`config.mk`:
```
export PLATFORM = sky130hd
export DESIGN_NAME = pixel_pair_writer
export DESIGN_NICKNAME = d
export VERILOG_FILES = /design/src/rtl/pixel_pair_writer.sv
export SDC_FILE = /design/constraint.sdc
export NUM_CORES = 1
export LEC_CHECK = 0
export CORE_ASPECT_RATIO = 0.5
export CORE_UTILIZATION = 53
export DETAILED_ROUTE_END_ITERATION = 8
export GPL_TIMING_DRIVEN = 0
export PLACE_DENSITY = 0.91
export SETUP_SLACK_MARGIN = 0.02
export SYNTH_ARGS = -nofsm -noshare
export SYNTH_HDL_FRONTEND = slang
export SYNTH_SLANG_ARGS = --single-unit
```
`constraint.sdc`:
```
create_clock -name clk -period 4.2 [get_ports clk]
set_clock_uncertainty 0.2 [all_clocks]
set_input_delay 0.63 -clock clk [delete_from_list [all_inputs] [get_ports clk]]
set_output_delay 0.63 -clock clk [all_outputs]
set_load 0.01 [all_outputs]
```
`src/rtl/pixel_pair_writer.sv`:
```
// Packs a valid/ready pixel stream into even/odd pairs and writes each pair to a
// dual-port frame RAM in one cycle over the pair-index window [START_IDX, END_IDX).
module pixel_pair_writer #(
    parameter int DATA_W    = 8,
    parameter int START_IDX = 2688,
    parameter int END_IDX   = 2816,
    parameter int ADDR_W    = 14
) (
    input  logic              clk,
    input  logic              reset,
    input  logic              start,
    input  logic [DATA_W-1:0] in_data,
    input  logic              in_valid,
    output logic              in_ready,
    output logic              we_a,
    output logic [ADDR_W-1:0] addr_a,
    output logic [DATA_W-1:0] wdata_a,
    output logic              we_b,
    output logic [ADDR_W-1:0] addr_b,
    output logic [DATA_W-1:0] wdata_b,
    output logic              busy,
    output logic              done
);

    localparam int                IDX_W   = ADDR_W - 1;
    localparam logic [IDX_W-1:0]  START_V = IDX_W'(START_IDX);
    localparam logic [IDX_W-1:0]  LAST_V  = IDX_W'(END_IDX - 1);

    // state   | meaning
    // S_IDLE  | waiting for start, no handshake
    // S_FIRST | accepting the even pixel
    // S_SECOND| accepting the odd pixel
    // S_WRITE | both RAM ports write the pair at idx
    // S_DONE  | one-cycle done pulse, then back to idle
    typedef enum logic [2:0] {
        S_IDLE,
        S_FIRST,
        S_SECOND,
        S_WRITE,
        S_DONE
    } state_t;

    state_t              state_q, state_d;
    logic [IDX_W-1:0]    idx_q, idx_d;
    logic [DATA_W-1:0]   even_q, even_d;
    logic                in_ready_q, in_ready_d;
    logic                we_q, we_d;
    logic [ADDR_W-1:0]   addr_a_q, addr_a_d;
    logic [ADDR_W-1:0]   addr_b_q, addr_b_d;
    logic [DATA_W-1:0]   wdata_a_q, wdata_a_d;
    logic [DATA_W-1:0]   wdata_b_q, wdata_b_d;
    logic                busy_q, busy_d;
    logic                done_q, done_d;
    logic                hs;

    assign hs = in_valid & in_ready_q;

    always_comb begin
        state_d   = state_q;
        idx_d     = idx_q;
        even_d    = even_q;
        addr_a_d  = addr_a_q;
        addr_b_d  = addr_b_q;
        wdata_a_d = wdata_a_q;
        wdata_b_d = wdata_b_q;
        we_d      = 1'b0;
        done_d    = 1'b0;

        case (state_q)
            S_IDLE: begin
                if (start) begin
                    idx_d   = START_V;
                    state_d = S_FIRST;
                end
            end
            S_FIRST: begin
                if (hs) begin
                    even_d  = in_data;
                    state_d = S_SECOND;
                end
            end
            S_SECOND: begin
                // The odd pixel goes straight into the port-B data register, so
                // the write is fully registered by the time WRITE is entered.
                if (hs) begin
                    state_d   = S_WRITE;
                    we_d      = 1'b1;
                    addr_a_d  = {idx_q, 1'b0};
                    addr_b_d  = {idx_q, 1'b1};
                    wdata_a_d = even_q;
                    wdata_b_d = in_data;
                end
            end
            S_WRITE: begin
                if (idx_q == LAST_V) begin
                    state_d = S_DONE;
                    done_d  = 1'b1;
                end else begin
                    idx_d   = idx_q + IDX_W'(1);
                    state_d = S_FIRST;
                end
            end
            S_DONE: begin
                state_d = S_IDLE;
            end
            default: begin
                state_d = S_IDLE;
            end
        endcase

        in_ready_d = (state_d == S_FIRST) || (state_d == S_SECOND);
        busy_d     = (state_d != S_IDLE);
    end

    always_ff @(posedge clk or negedge reset) begin
        if (!reset) begin
            state_q    <= S_IDLE;
            idx_q      <= START_V;
            even_q     <= '0;
            in_ready_q <= 1'b0;
            we_q       <= 1'b0;
            addr_a_q   <= '0;
            addr_b_q   <= '0;
            wdata_a_q  <= '0;
            wdata_b_q  <= '0;
            busy_q     <= 1'b0;
            done_q     <= 1'b0;
        end else begin
            state_q    <= state_d;
            idx_q      <= idx_d;
            even_q     <= even_d;
            in_ready_q <= in_ready_d;
            we_q       <= we_d;
            addr_a_q   <= addr_a_d;
            addr_b_q   <= addr_b_d;
            wdata_a_q  <= wdata_a_d;
            wdata_b_q  <= wdata_b_d;
            busy_q     <= busy_d;
            done_q     <= done_d;
        end
    end

    assign in_ready = in_ready_q;
    assign we_a     = we_q;
    assign we_b     = we_q;
    assign addr_a   = addr_a_q;
    assign addr_b   = addr_b_q;
    assign wdata_a  = wdata_a_q;
    assign wdata_b  = wdata_b_q;
    assign busy     = busy_q;
    assign done     = done_q;

endmodule

```
* Word level (Yosys, flattened, before mapping) *
Index checks and enable logic that the tools add are counted.

storage, ports and cells
  register bits = 71
  output and inout bits = 49
  logic and storage cells = 40

cells by class
  $add $sub $neg = 1
  equality and inequality tests = 8
  mux-type cells = 12
  bitwise logic cells = 1
  reduce and logical (&&, ||, !) cells = 7

operators by type and width
  cell                                             count
  two-way mux 13 bit                               2
  one-hot mux 13 bit (2 select lines)              1
  adder 13 x 1 -> 13 bit, second input constant    1
  == test 13 x 12 -> 1 bit, second input constant  1
  two-way mux 3 bit                                4
  one-hot mux 3 bit (4 select lines)               1
  == test 3 x 2 -> 1 bit, second input constant    3
  == test 3 x 1 -> 1 bit, second input constant    2
  two-way mux 1 bit                                4
  != test 2 bit, second input constant             2
  AND reduction 2 bit                              2
  logical NOT 3 bit                                1
  AND reduction 3 bit                              1
  nonzero test 3 bit                               1
  nonzero test 2 bit                               1
  bitwise AND 1 bit                                1
  logical OR 1 bit                                 1

* Depth between registers and ports, before layout *
Gate-level depths: netlist of the first run.

  word-level depth = 5
  gate-level depth with buffers = 6
  gate-level depth less buffers = 5

* Least setup slack after synthesis of the first run *
Ideal clock, no wire load.

  path kind = input port to flip-flop
  from = in in_valid
  to = reg even_q[0]
  library setup time = 0.125 ns
  arrival = 1.692 ns
  setup slack = 2.183 ns
  stages on the path = 3
  cells stage by stage = nand2_1 > nor4b_2 > mux2_2

on the way
  word-level cells in the longest chain between the ends = 2

RTL lines
  item                                  line  text
  from (decl)                           13    input logic in_valid,
  bitwise AND 1 bit                     56    assign hs = in_valid & in_ready_q;
  AND reduction 2 bit (no source line)  --
  to (signal assigned)                  131   even_q <= even_d;
  to (decl)                             45    logic [DATA_W-1:0] even_q, even_d;

Every way passes these cells.
A chain may end at the register's enable or synchronous reset.

* Worst setup path in the final report of the first run *
  from = in in_valid
  to = reg even_q[7]

Same word-level chain as after synthesis.

==> results.md, run 1 <==
* Outcome: completed
* Drt wl/cell at between 15 and 20 um
* Post-route ant nets at 0
* HP Class: input port to async pin
* Post-synth top cells: dfrtp_1 (55), mux2_2 (37), buf_4 (16)
* Setup violators final at 0
* CP endpoint kind: register
* Pwr dens at 641 nW/um2
* IO Count at 61
* Post-CTS setup buffers at 0
* Final hold slack at 0.0555 ns
* Area contributors post-synth: dfrtp_1 (53%), mux2_2 (16%), buf_4 (4.7%)
* TNS Setup at 0 ns
* Die H at 51.3 um
* Antenna Diode Count at 0
* Chip width at 101 um
* Syn nets at approximately 210
* Post-CTS sizing at 0
* Final worst path period share at roughly three fifths
* Slew @ Worst Pin at 0.992 ns
* GRT Total Usage at 22.5%
* Final worst slack at 1.69 ns
* Gpl congestion at 0.769
* Vias per cell at 5.28
* Synth unique cells at 44
* CTS sink cnt at 58
* Post-DP HPWL at 3580 um
* Yosys top cell area share at 53.3%
* Minimum clock period at 2.51 ns
* CP Launch Type: input port
* Clk_lat worst skew at 0.33 ns
* Nets at around 280
* Max clock buf depth at 2
* WS Path Type: input port to register
* Remaining global-route overflow at 0
* Cell taking the most area after synthesis: dfrtp_1
* RSZ-0062 raised after global routing: no
* Initial antenna violation count at 0
* Mapped Area at ~2600 um2
* Top_reg_cell synth: dfrtp_1
* Relative slew slack at 33.7%
* Global-route wire length before repair at 8540 um
* Worst ir drop on vdd at 0.463 mV
* Critical path data required time at 4.21 ns
* Leak at 0.00148 uW
* Avg Inst Size Synth at 13.3 um2
* Die ar. at 5170 um2
* Post-synth EDFFs at 0
* Vias in the first global route at 1737
* FFs w/ async S/R, synth at between 90% and 100%
* Root buffer cell: clkbuf_8
* Number of buffers added on ports at just under 60
* Core Rows at 17
* Worst endpoint data arrival time at around 2.5 ns
* Max-capacitance violation count at 0
* DRT Pass-1 Iters at 4
* Hold_buf cts at 0
* Peak Freq at 398 MHz
* Via count at ~1800
* Final Slew Violations at 0
* Synthesized flop and latch total at 58
* Layout cells sized above 1 at about 34%
* 1st-iter DRT viols at 70
* Sequential area share after synthesis at 56.4%
* CTS tree: yes
* Worst slack, placed at 1.34 ns
* Initial core utilization at between 50% and 60%
* CP Max Fanout at 8
* Most common cell in the netlist: dfrtp_1
* Post-Route WL at ~5200 um
* Total CTS buffers at 9
* Clk slew on worst S/H paths at 0.06 ns
* Syn-to-layout area delta at 33.9%
* Largest net degree at the start of global routing at 40
* YS warnings at 0
* DRC Markers at 0
* Fin. Hold Viols at 0
* CTS HTree Levels at 3
* Cell count after synthesis at approximately 190
* Core ar. at between 4000 and 5000 um2
layout by cell type (no fill, tap or decap), types with 3 or more instances in the layout:
| cell type | n |
|---|---|
| buf_4 | 16 |
| nand2_1 | 9 |
| a21oi_1 | 3 |
| dfrtp_1 | 55 |
| clkdlybuf4s50_1 | 58 |
| o31ai_1 | 3 |
| clkbuf_8 | 10 |
| nor2_1 | 5 |
| o21ai_0 | 4 |
| nor3_1 | 5 |
| buf_6 | 3 |
| dfstp_2 | 3 |
| buf_2 | 4 |
| nor4_1 | 3 |
| mux2_2 | 37 |
| nand3_1 | 8 |
logic make-up after synthesis:
logic type,after synthesis,synth area share [%]
adder cells (fa/ha/maj),1,0.485
buffers and inverters,25,7.13
flip-flops,58,56.4
AO/OA/AOI/OAI,19,5.77
multiplexers,38,16.5
other,1,0.145
AND/OR/NAND/NOR,50,12.9
XOR/XNOR,2,0.679
path summary, 6_finish.rpt:
kind                                       start                     end  slack (ns)  depth (start not counted)
setup / recovery                        in_valid   even_q[7]$_DFFE_PN0P_        1.69                          4
hold / removal                             reset  wdata_b[4]$_DFFE_PN0P_        0.06                          1
setup reg to reg            idx_q[0]$_DFFE_PN0P_    idx_q[4]$_DFFE_PN0P_        2.01                          6
hold reg to reg            addr_b[0]$_DFFE_PN0P_   addr_b[0]$_DFFE_PN0P_        0.29                          1
max in group asynchronous                  reset   idx_q[11]$_DFFE_PN1P_        3.12                          2
min in group clk           addr_b[0]$_DFFE_PN0P_   addr_b[0]$_DFFE_PN0P_        0.29                          1
state kept, by name, indices dropped and copies added, names as in the netlist:
| register | count |
|---|---|
| addr_b | 14 |
| busy | 1 |
| done | 1 |
| even_q | 8 |
| idx_q | 13 |
| in_ready | 1 |
| state_q | 3 |
| wdata_a | 8 |
| wdata_b | 8 |
| we_a | 1 |
routing by layer:
layer | GRT usage, % | vias to the layer above | share of wire, %
met5 | 0 | - | 0
met4 | 7.25 | 0 | 0.87
met3 | 7.66 | 5 | 4.0
met2 | 38.1 | 53 | 52
met1 | 27.6 | 885 | 43
li1 | - | 826 | -
critical path: stages:
cell	delay [ns]
clkdlybuf4s50_1	0.52
nand2_1	0.12
nor4b_2	0.83
mux2_2	0.42
power by group:
group | internal [uW] | leakage [uW] | switching, uW | total (uW)
combinational | 534 | 0.000660 | 330 | 864
clock | 285 | 0.0000962 | 203 | 488
sequential | 744 | 0.000723 | 117 | 860
total | 1560 | 0.00148 | 650 | 2210
metrics by stage:
stage	power [uW]	instance area [um2]	util, %	instances
after floorplan	1290	2580	-	194
after CTS	2230	3450	76.2	335
after global routing	2320	3450	76.2	335
after detailed placement	1730	3270	72.1	320
after global placement	1680	3250	71.8	319
final	2210	3450	76.2	335
final cells by class:
| type | instances | area (um2) |
|---|---|---|
| Sequential cell | 58 | 1460 |
| Multi-Input combinational cell | 111 | 941 |
| Clock inverter | 3 | 40.0 |
| Timing Repair Buffer | 60 | 606 |
| Buffer | 23 | 176 |
| Clock buffer | 12 | 145 |
| Fill cell | 265 | 1080 |
| Inverter | 2 | 7.51 |
| Tap cell | 66 | 82.6 |
(Power assumes the default switching activity.)
==> run 2, diff against run 1 <==
--- a/config.mk
+++ b/config.mk
@@ -6,10 +6,10 @@
 export NUM_CORES = 1
 export LEC_CHECK = 0
 export CORE_ASPECT_RATIO = 0.5
-export CORE_UTILIZATION = 53
+export CORE_UTILIZATION = 45
 export DETAILED_ROUTE_END_ITERATION = 8
 export GPL_TIMING_DRIVEN = 0
-export PLACE_DENSITY = 0.91
+export PLACE_DENSITY = 0.83
 export SETUP_SLACK_MARGIN = 0.02
 export SYNTH_ARGS = -nofsm -noshare
 export SYNTH_HDL_FRONTEND = slang
==> constraint.sdc (replaced) <==
create_clock -name clk -period 2.25 [get_ports clk]
set_clock_uncertainty 0.2 [all_clocks]
set_input_delay 0.3375 -clock clk [delete_from_list [all_inputs] [get_ports clk]]
set_output_delay 0.3375 -clock clk [all_outputs]
set_load 0.01 [all_outputs]
==> results.md, run 2 (same netlist as run 1, synthesis figures left out) <==
* GRT Total Usage at 20.2%
* Nets at roughly 280
* Chip width at 109 um
* Layout cells sized above 1 at 35.5%
* RSZ-0062 raised after global routing: no
* Clk_lat worst skew at 0.33 ns
* Minimum clock period at between 2 and 2.5 ns
* Master of the slowest instance on the critical path: dfrtp_1
* CTS tree: yes
* Post-DP HPWL at 3730 um
* Number of buffers added on ports at 59
* Outcome: complete, but fails checks
* Core Util, Final at approximately 66%
* Critical path data required time at ~2.3 ns
* Failing checks: DRC
* Core Rows at 19
* CTS HTree Levels at 3
* Core ar. at 5490 um2
* WS Path Type: register to register
* CTS sink cnt at 58
* Commonest non-fill, non-tap cell in the layout: clkdlybuf4s50_1
* Pwr Total at approximately 4500 uW
* Area occupied by multi-input gates at 952 um2
* Setup violators final at 0
* Peak Freq at 469 MHz
* Syn-to-layout area delta at 39.6%
* Fill cells at approximately 400
* DRT Pass-1 Iters at 6
* Crit path max-delay family: simple AND/OR/NAND/NOR gates
* CP Launch Type: register
* Post-route cell area at 3600 um2
* Most frequent cells in the layout: clkdlybuf4s50_1 (58), dfrtp_1 (55), mux2_2 (37)
* Post-DP Area at roughly 3300 um2
* Clk slew on worst S/H paths at 0.05 ns
* Via count at 1805
* Root buffer cell: clkbuf_16
* Post-Route WL at 5430 um
* Antenna Diode Count at 0
* Flip-flop count of the largest register after layout at 14
* Relative slew slack at 46.6%
* Worst Path Buf+Inv at 0
* Initial core utilization at a little under half
* Pwr dens at 1260 nW/um2
* Max stage delay on crit path at 0.44 ns
* Leak at 0.00153 uW
* Total CTS buffers at 9
* Gpl congestion at 0.769
* Worst ir drop on vdd at 0.544 mV
* CP endpoint kind: register
* Max clock buf depth at 2
* IO Count at 61
* Final Non-Filler Cells at 346
* Drt wl/cell at 15.7 um
* Post-route ant nets at 0
* Final worst path period share at 94.8%
* Final Slew Violations at 0
* Final hold slack at 0.266 ns
* CP Max Fanout at 8
* Die H at 55.5 um
* DRC Markers at 2
* Largest net degree at the start of global routing at 40
* Slew @ Worst Pin at 0.799 ns
* Initial antenna violation count at 0
* Max-capacitance violation count at 0
* 1st-iter DRT viols at 79
* Global-route wire length before repair at just under 9000 um
* Remaining global-route overflow at 0
* Total placed cells including tap cells at 327
* Worst endpoint data arrival time at 2.19 ns
* Cell Chain, Critical Path: ha_2, nand4_4, or3_4, or3b_1, a21oi_2
* Vias per cell at 5.22
* FF+latch area at 1460 um2
* Vias in the first global route at ~1800
* Fin. Hold Viols at 0
* HP Class: register to register
* Die ar. at 6060 um2
## run 2: changes by cell type in the layout (fill, tap and decap cells not counted), sizes merged
cell,before,now
buf,24,26
bufinv,1,0
clkbuf,13,11
clkinv,2,1
clkinvlp,0,3
dlygate4sd3,0,1
inv,2,4
## run 2: power breakdown
part | total (uW) | internal (uW) | leakage (uW) | switching, uW
logic | 1640 | 1020 | 0.000676 | 624
registers | 1600 | 1390 | 0.000723 | 215
clock network | 1280 | 782 | 0.000132 | 498
total | 4530 | 3190 | 0.00153 | 1340
## run 2: area by class of cell
cell class,instances,area share [%]
clock buffers,10,6.64
clock inverters,6,1.36
flip-flops and latches,58,40.4
multi-input cells,111,26.4
inverters,2,0.208
plain buffers,23,4.90
well taps,73,2.54
repair buffers,63,17.5
## run 2: worst paths after layout
path | startpoint | to | slack, ns | cells past startpoint
setup / recovery | idx_q[0]$_DFFE_PN0P_ | idx_q[8]$_DFFE_PN0P_ | 0.12 | 5
hold / removal | addr_b[0]$_DFFE_PN0P_ | addr_b[0]$_DFFE_PN0P_ | 0.27 | 1
setup reg to reg | idx_q[0]$_DFFE_PN0P_ | idx_q[8]$_DFFE_PN0P_ | 0.12 | 5
hold reg to reg | addr_b[0]$_DFFE_PN0P_ | addr_b[0]$_DFFE_PN0P_ | 0.27 | 1
max in group asynchronous | reset | idx_q[11]$_DFFE_PN1P_ | 0.93 | 3
min in group asynchronous | reset | addr_b[11]$_DFFE_PN0P_ | 0.31 | 2
## run 2: layer usage
layer / vias up / global-route usage (%) / wire length (um)
li1: 842 / - / -
met1: 905 / 24.2 / 2320
met2: 49 / 33.2 / 2810
met3: 9 / 7.44 / 222
met4: 0 / 7.72 / 70
met5: - / 0 / 0
## run 2: through the flow
step                      worst slack (ns)  setup TNS [ns]
after floorplan                      0.286               0
after global placement               -1.03          -60.37
after detailed placement            -0.336           -4.23
after CTS                           0.0659               0
after global routing                0.0332               0
final                                0.117               0
## run 2: repair_timing
action | 4_1_cts | 5_1_grt
hold buffers | 1 | 0
endpoints found under the hold margin | 18 | 0
pin swaps | 0 | 1
setup buffers | 0 | 2
endpoints found under the setup margin | 3 | 4
gates resized for setup | 1 | 1
## run 2: worst reg2reg max path, cell delays in order, from the launching register on
cell	delay (ns)
dfrtp_1	0.44
ha_2	0.26
nand4_4	0.17
or3_4	0.44
or3b_1	0.39
a21oi_2	0.16
==> variant 1 (settings of run 2) <==
`addr_a_q` no longer has a reset.
--- a/src/rtl/pixel_pair_writer.sv
+++ b/src/rtl/pixel_pair_writer.sv
@@ -120,5 +120,4 @@
             in_ready_q <= 1'b0;
             we_q       <= 1'b0;
-            addr_a_q   <= '0;
             addr_b_q   <= '0;
             wdata_a_q  <= '0;
@@ -132,5 +131,4 @@
             in_ready_q <= in_ready_d;
             we_q       <= we_d;
-            addr_a_q   <= addr_a_d;
             addr_b_q   <= addr_b_d;
             wdata_a_q  <= wdata_a_d;
@@ -139,4 +137,8 @@
             done_q     <= done_d;
         end
+    end
+
+    always_ff @(posedge clk) begin
+        addr_a_q <= addr_a_d;
     end
 
Behaviour: differs if reset is asserted again (counterexample within 4 cycles, from zero or initial values and one cycle with reset low); with reset held inactive, the same outputs for 10 cycles.
==> variant 1 against run 2 <==
Setup slack gained 0.054 ns. Largest power group is now registers. Area after synthesis grew 10%. Power grew 3.4%. Critical path depth is the same. Design area grew 8.3%. Wire length grew 7.1%. Sequential cell count grew 13. Count of clock-buffer cells in the layout grew 2. Highest routed layer unchanged.
==> variant 1: results (changes against run 2) <==
[timing]
slew_headroom_pct = 25.6  ; was 46.6%

[logic_synthesis]
yosys-top-cells-area = dfrtp_1, mux2_2, edfxtp_1  ; was dfrtp_1, mux2_2, buf_4
ys_async_sr_fraction_pct = 81.7  ; was 100%
yosysSeqAreaShare_pct = 64.7  ; was 56.4%
synth.distinct_cells = 43  ; was 44
synth-edff-count = 13  ; was 0
syn-num-nets = 212  ; was 207
yosys-top-cells-count = dfrtp_1, mux2_2, nand2_1  ; was dfrtp_1, mux2_2, buf_4

[pwr]
ir_drop_uv = 698  ; was 544 uV
p_leak_uw = 0.00159  ; was 0.00153 uW

[global_route]
met3_usage_pct = 5.02  ; was 7.44%
grt_usage_pct = 19.3  ; was 20.2%
grt_max_degree = 36  ; was 40
grt_pass1_wl_um = 9580  ; was 8890 um
grtUsageMet2_pct = 33.1  ; was 33.2%
grt.met1_usage_pct = 23.6  ; was 24.2%
grt_pass1_vias = 1931  ; was 1809

[placed_design]
routabilityCongestion = 0.810  ; was 0.769
place_ws_ns = -0.351  ; was -0.336 ns
dpl.hpwl_um = 3730  ; about the same

[setup_path]
cp.arrival_ns = 2.12  ; was 2.19 ns
crit_fanout = 7  ; was 8

[drt]
drtIter0Drc = 89  ; was 79
routed_wl_um = 5810  ; was 5430 um
via_per_inst = 5.14  ; was 5.22
drtPass1Iterations = 4  ; was 6
drc = 0  ; was 2

[cells_and_area]
nets = 286  ; was 281

[status]
status = completed  ; was finished, violations left

[min_path]
hold_path.class = reg -> reg  ; unchanged

==> variant 1: cell types whose count changed after synthesis, sizes merged, moves of 2 or more <==
cell	before	now
nand2b	1	3
nor2	5	7
buf	22	8
nand3	8	6
nor3	6	4
o31ai	3	1
nand2	9	14
mux2i	1	8
edfxtp	0	13
xnor2	2	0
a211oi	2	0
==> variant 1: logic make-up after synthesis <==
logic type / share of synthesized area, %
other: 0.132
muxes: 17.4
and+or+nand+nor: 12.5
DFF: 64.7
xor gates and xnor gates: 0.307
adders and majority gates: 0.439
AOI/OAI and AO/OA: 2.46
buffers and inverters: 1.98
==> variant 1: path summary, 6_finish.rpt <==
| kind | start | end | slack [ns] |
|---|---|---|---|
| hold / removal | addr_b[0] | addr_b[0] | 0.28 |
| max in group asynchronous | reset | even_q[1] | 0.92 |
| setup reg to reg | idx_q[1] | idx_q[8] | 0.17 |
| setup / recovery | idx_q[1] | idx_q[8] | 0.17 |
| min in group asynchronous | reset | idx_q[8] | 0.34 |
| hold reg to reg | addr_b[0] | addr_b[0] | 0.28 |
==> variant 1: power by group <==
| part | switching (uW) | internal, uW |
|---|---|---|
| combinational | 572 | 823 |
| clock | 482 | 882 |
| sequential | 227 | 1700 |
| total | 1280 | 3400 |
==> variant 1: repair_timing <==
item	4_1_cts	5_1_grt
setup buffers	2	0
pin swaps	1	0
hold endpoints to repair	20	0
hold buffers	1	0
resized for setup	2	3
endpoints found under the setup margin	17	8
==> variant 1: metal layers <==
metal / vias up / share of wire (%)
met4: 0 / 1.6
met5: - / 0
met3: 9 / 5.1
li1: 862 / -
met1: 959 / 43
met2: 53 / 51
==> variant 1: area by class of cell <==
class	instances	area [um2]	area share, %
repair buffers	63	631	16.2
well taps	88	110	2.82
inverters	2	7.51	0.192
clock inverters	4	45.0	1.15
multi-input cells	117	962	24.7
clock buffers	12	246	6.32
plain buffers	9	51.3	1.31
flip-flops and latches	71	1850	47.4
==> variant 1: worst max-delay path: stages, from the launching register on <==
cell     delay, ns
dfrtp_2       0.43
ha_1          0.23
nand3_1       0.18
or2_1         0.30
or4b_1        0.50
a21oi_1       0.16
==> variant 1: per-stage QoR <==
step | instances | TNS [ns] | cell area [um2]
2_1_floorplan | 199 | 0 | 2850
3_3_place_gp | 346 | -65.11 | 3550
3_5_place_dp | 347 | -9.86 | 3570
4_1_cts | 366 | 0 | 3890
5_1_grt | 366 | 0 | 3900
6_report | 366 | 0 | 3900
==> variant 2 (flow settings as in run 2) <==
Made on the original files. The parameter `ADDR_W` goes from 14 to 12.
--- a/src/rtl/pixel_pair_writer.sv
+++ b/src/rtl/pixel_pair_writer.sv
@@ -5,5 +5,5 @@
     parameter int START_IDX = 2688,
     parameter int END_IDX   = 2816,
-    parameter int ADDR_W    = 14
+    parameter int ADDR_W    = 12
 ) (
     input  logic              clk,
Interface: changed (resized addr_a and addr_b); port bits go from 61 to 57. No check against the original RTL was run, so the function may have changed too.
==> variant 2 against run 2 <==
Count of clock-buffer cells in the layout decreased by 5. Sequential cell count shrank 4. Design area fell by 12%. Core utilization fell by 2.6 points. Power decreased by 17%. Wire length decreased by 17%. Sequential power decreased by 3%. Area after synthesis is 6.6% lower. Cell count fell by 8.4%. Setup slack improved by 0.22 ns. Highest routed layer unchanged. Hold slack improved by 0.025 ns.
==> variant 2: results (changes against run 2) <==
[status]
status = completed  ; was finished, violations left

[setup_path]
cp.arrival_ns = 1.92  ; was 2.19 ns
slowest_delay_ns = 0.57  ; was 0.44 ns
ff2ff_path_depth = 3  ; was 5
crit_slowest_cell = nor4b_4  ; was dfrtp_1
crit_fanout = 10  ; was 8
crit_end = even_q[1]  ; was idx_q[8]
r2r_start = state_q[1]  ; was idx_q[0]

[clock_tree]
clk_pin_slew_worst_paths_ns = 0.11  ; was 0.05 ns
cts_root_buf = clkbuf_8  ; was clkbuf_16
numCtsBuffers = 5  ; was 9
insertion_delay_ns = 0.31  ; was 0.33 ns
post_cts_resized = 0  ; was 1

[drt]
drtPass1Iterations = 4  ; was 6
drtIter0Drc = 61  ; was 79
vias = 1572  ; was 1805

[logic_synthesis]
muxShareOfSynthArea_pct = 18.0  ; was 16.5%
yosys-top-cells-count = dfrtp_1, mux2_2, buf_4  ; unchanged
synth.distinct_cells = 41  ; was 44
yosysWarnings = 0  ; unchanged
yosysSeqAreaShare_pct = 56.2  ; was 56.4%
syn_area_per_cell_um2 = 13.2  ; was 13.3 um2
synthAdderAreaFrac_pct = 0.519  ; was 0.485%
syn-num-nets = 195  ; was 207
synth_compound_area_share_pct = 4.47  ; was 5.77%
yosys-top-cells-area = dfrtp_1, mux2_2, buf_4  ; unchanged

[timing]
worst_pin_slew_ns = 0.753  ; was 0.799 ns
holdWs_ns = 0.291  ; was 0.266 ns
fin_ws_ns = 0.333  ; was 0.117 ns

[cells_and_area]
nFillCells = 410  ; was 402
drive_above_1_share_pct = 31.2  ; was 35.5%
final_area_mm2 = 0.00318  ; was 0.00360 mm2
largest_reg_flops = 12  ; was 14

[placed_design]
port_buffers = 55  ; was 59
dpl.hpwl_um = 3140  ; was 3730 um
dp_cells = 308  ; was 327
routabilityCongestion = 0.780  ; was 0.769
dpl_cell_area_mm2 = 0.00307  ; was 0.00328 mm2

[global_route]
grt_pass1_wl_um = 7400  ; was 8890 um
grt_max_degree = 33  ; was 40

[pwr]
p_leak_uw = 0.00140  ; was 0.00153 uW

[min_path]
hold_path.class = reg -> reg  ; unchanged

[variant 2: cell count changes after synthesis, moves of 3 or more]
cell,change
nor2_1,+8
nand3_1,-5
mux2_2,-4
dfrtp_1,-3
mux2i_1,+3
nor4_1,-3
[variant 2: final cells by class]
type,instances,area share (%)
Sequential cell,54,42.6
Multi-Input combinational cell,107,28.6
Timing Repair Buffer,57,18.3
Buffer,19,4.37
Tap cell,70,2.76
Clock buffer,5,2.17
Clock inverter,3,0.906
Inverter,2,0.236
[variant 2: power by group through the flow]
stage	registers, uW	logic, uW	clock network (uW)
after floorplan	1640	770	0
after global placement	1540	1620	0
after detailed placement	1570	1660	0
after CTS	1550	1670	582
after global routing	1610	1780	625
final	1550	1650	568
[variant 2: per-layer routing]
metal,wire length (um),vias to the layer above,global-route usage (%)
met5,0,-,0
met1,2040,792,20.7
met3,147,5,4.12
met4,35,0,4.17
li1,-,752,-
met2,2260,23,31.6
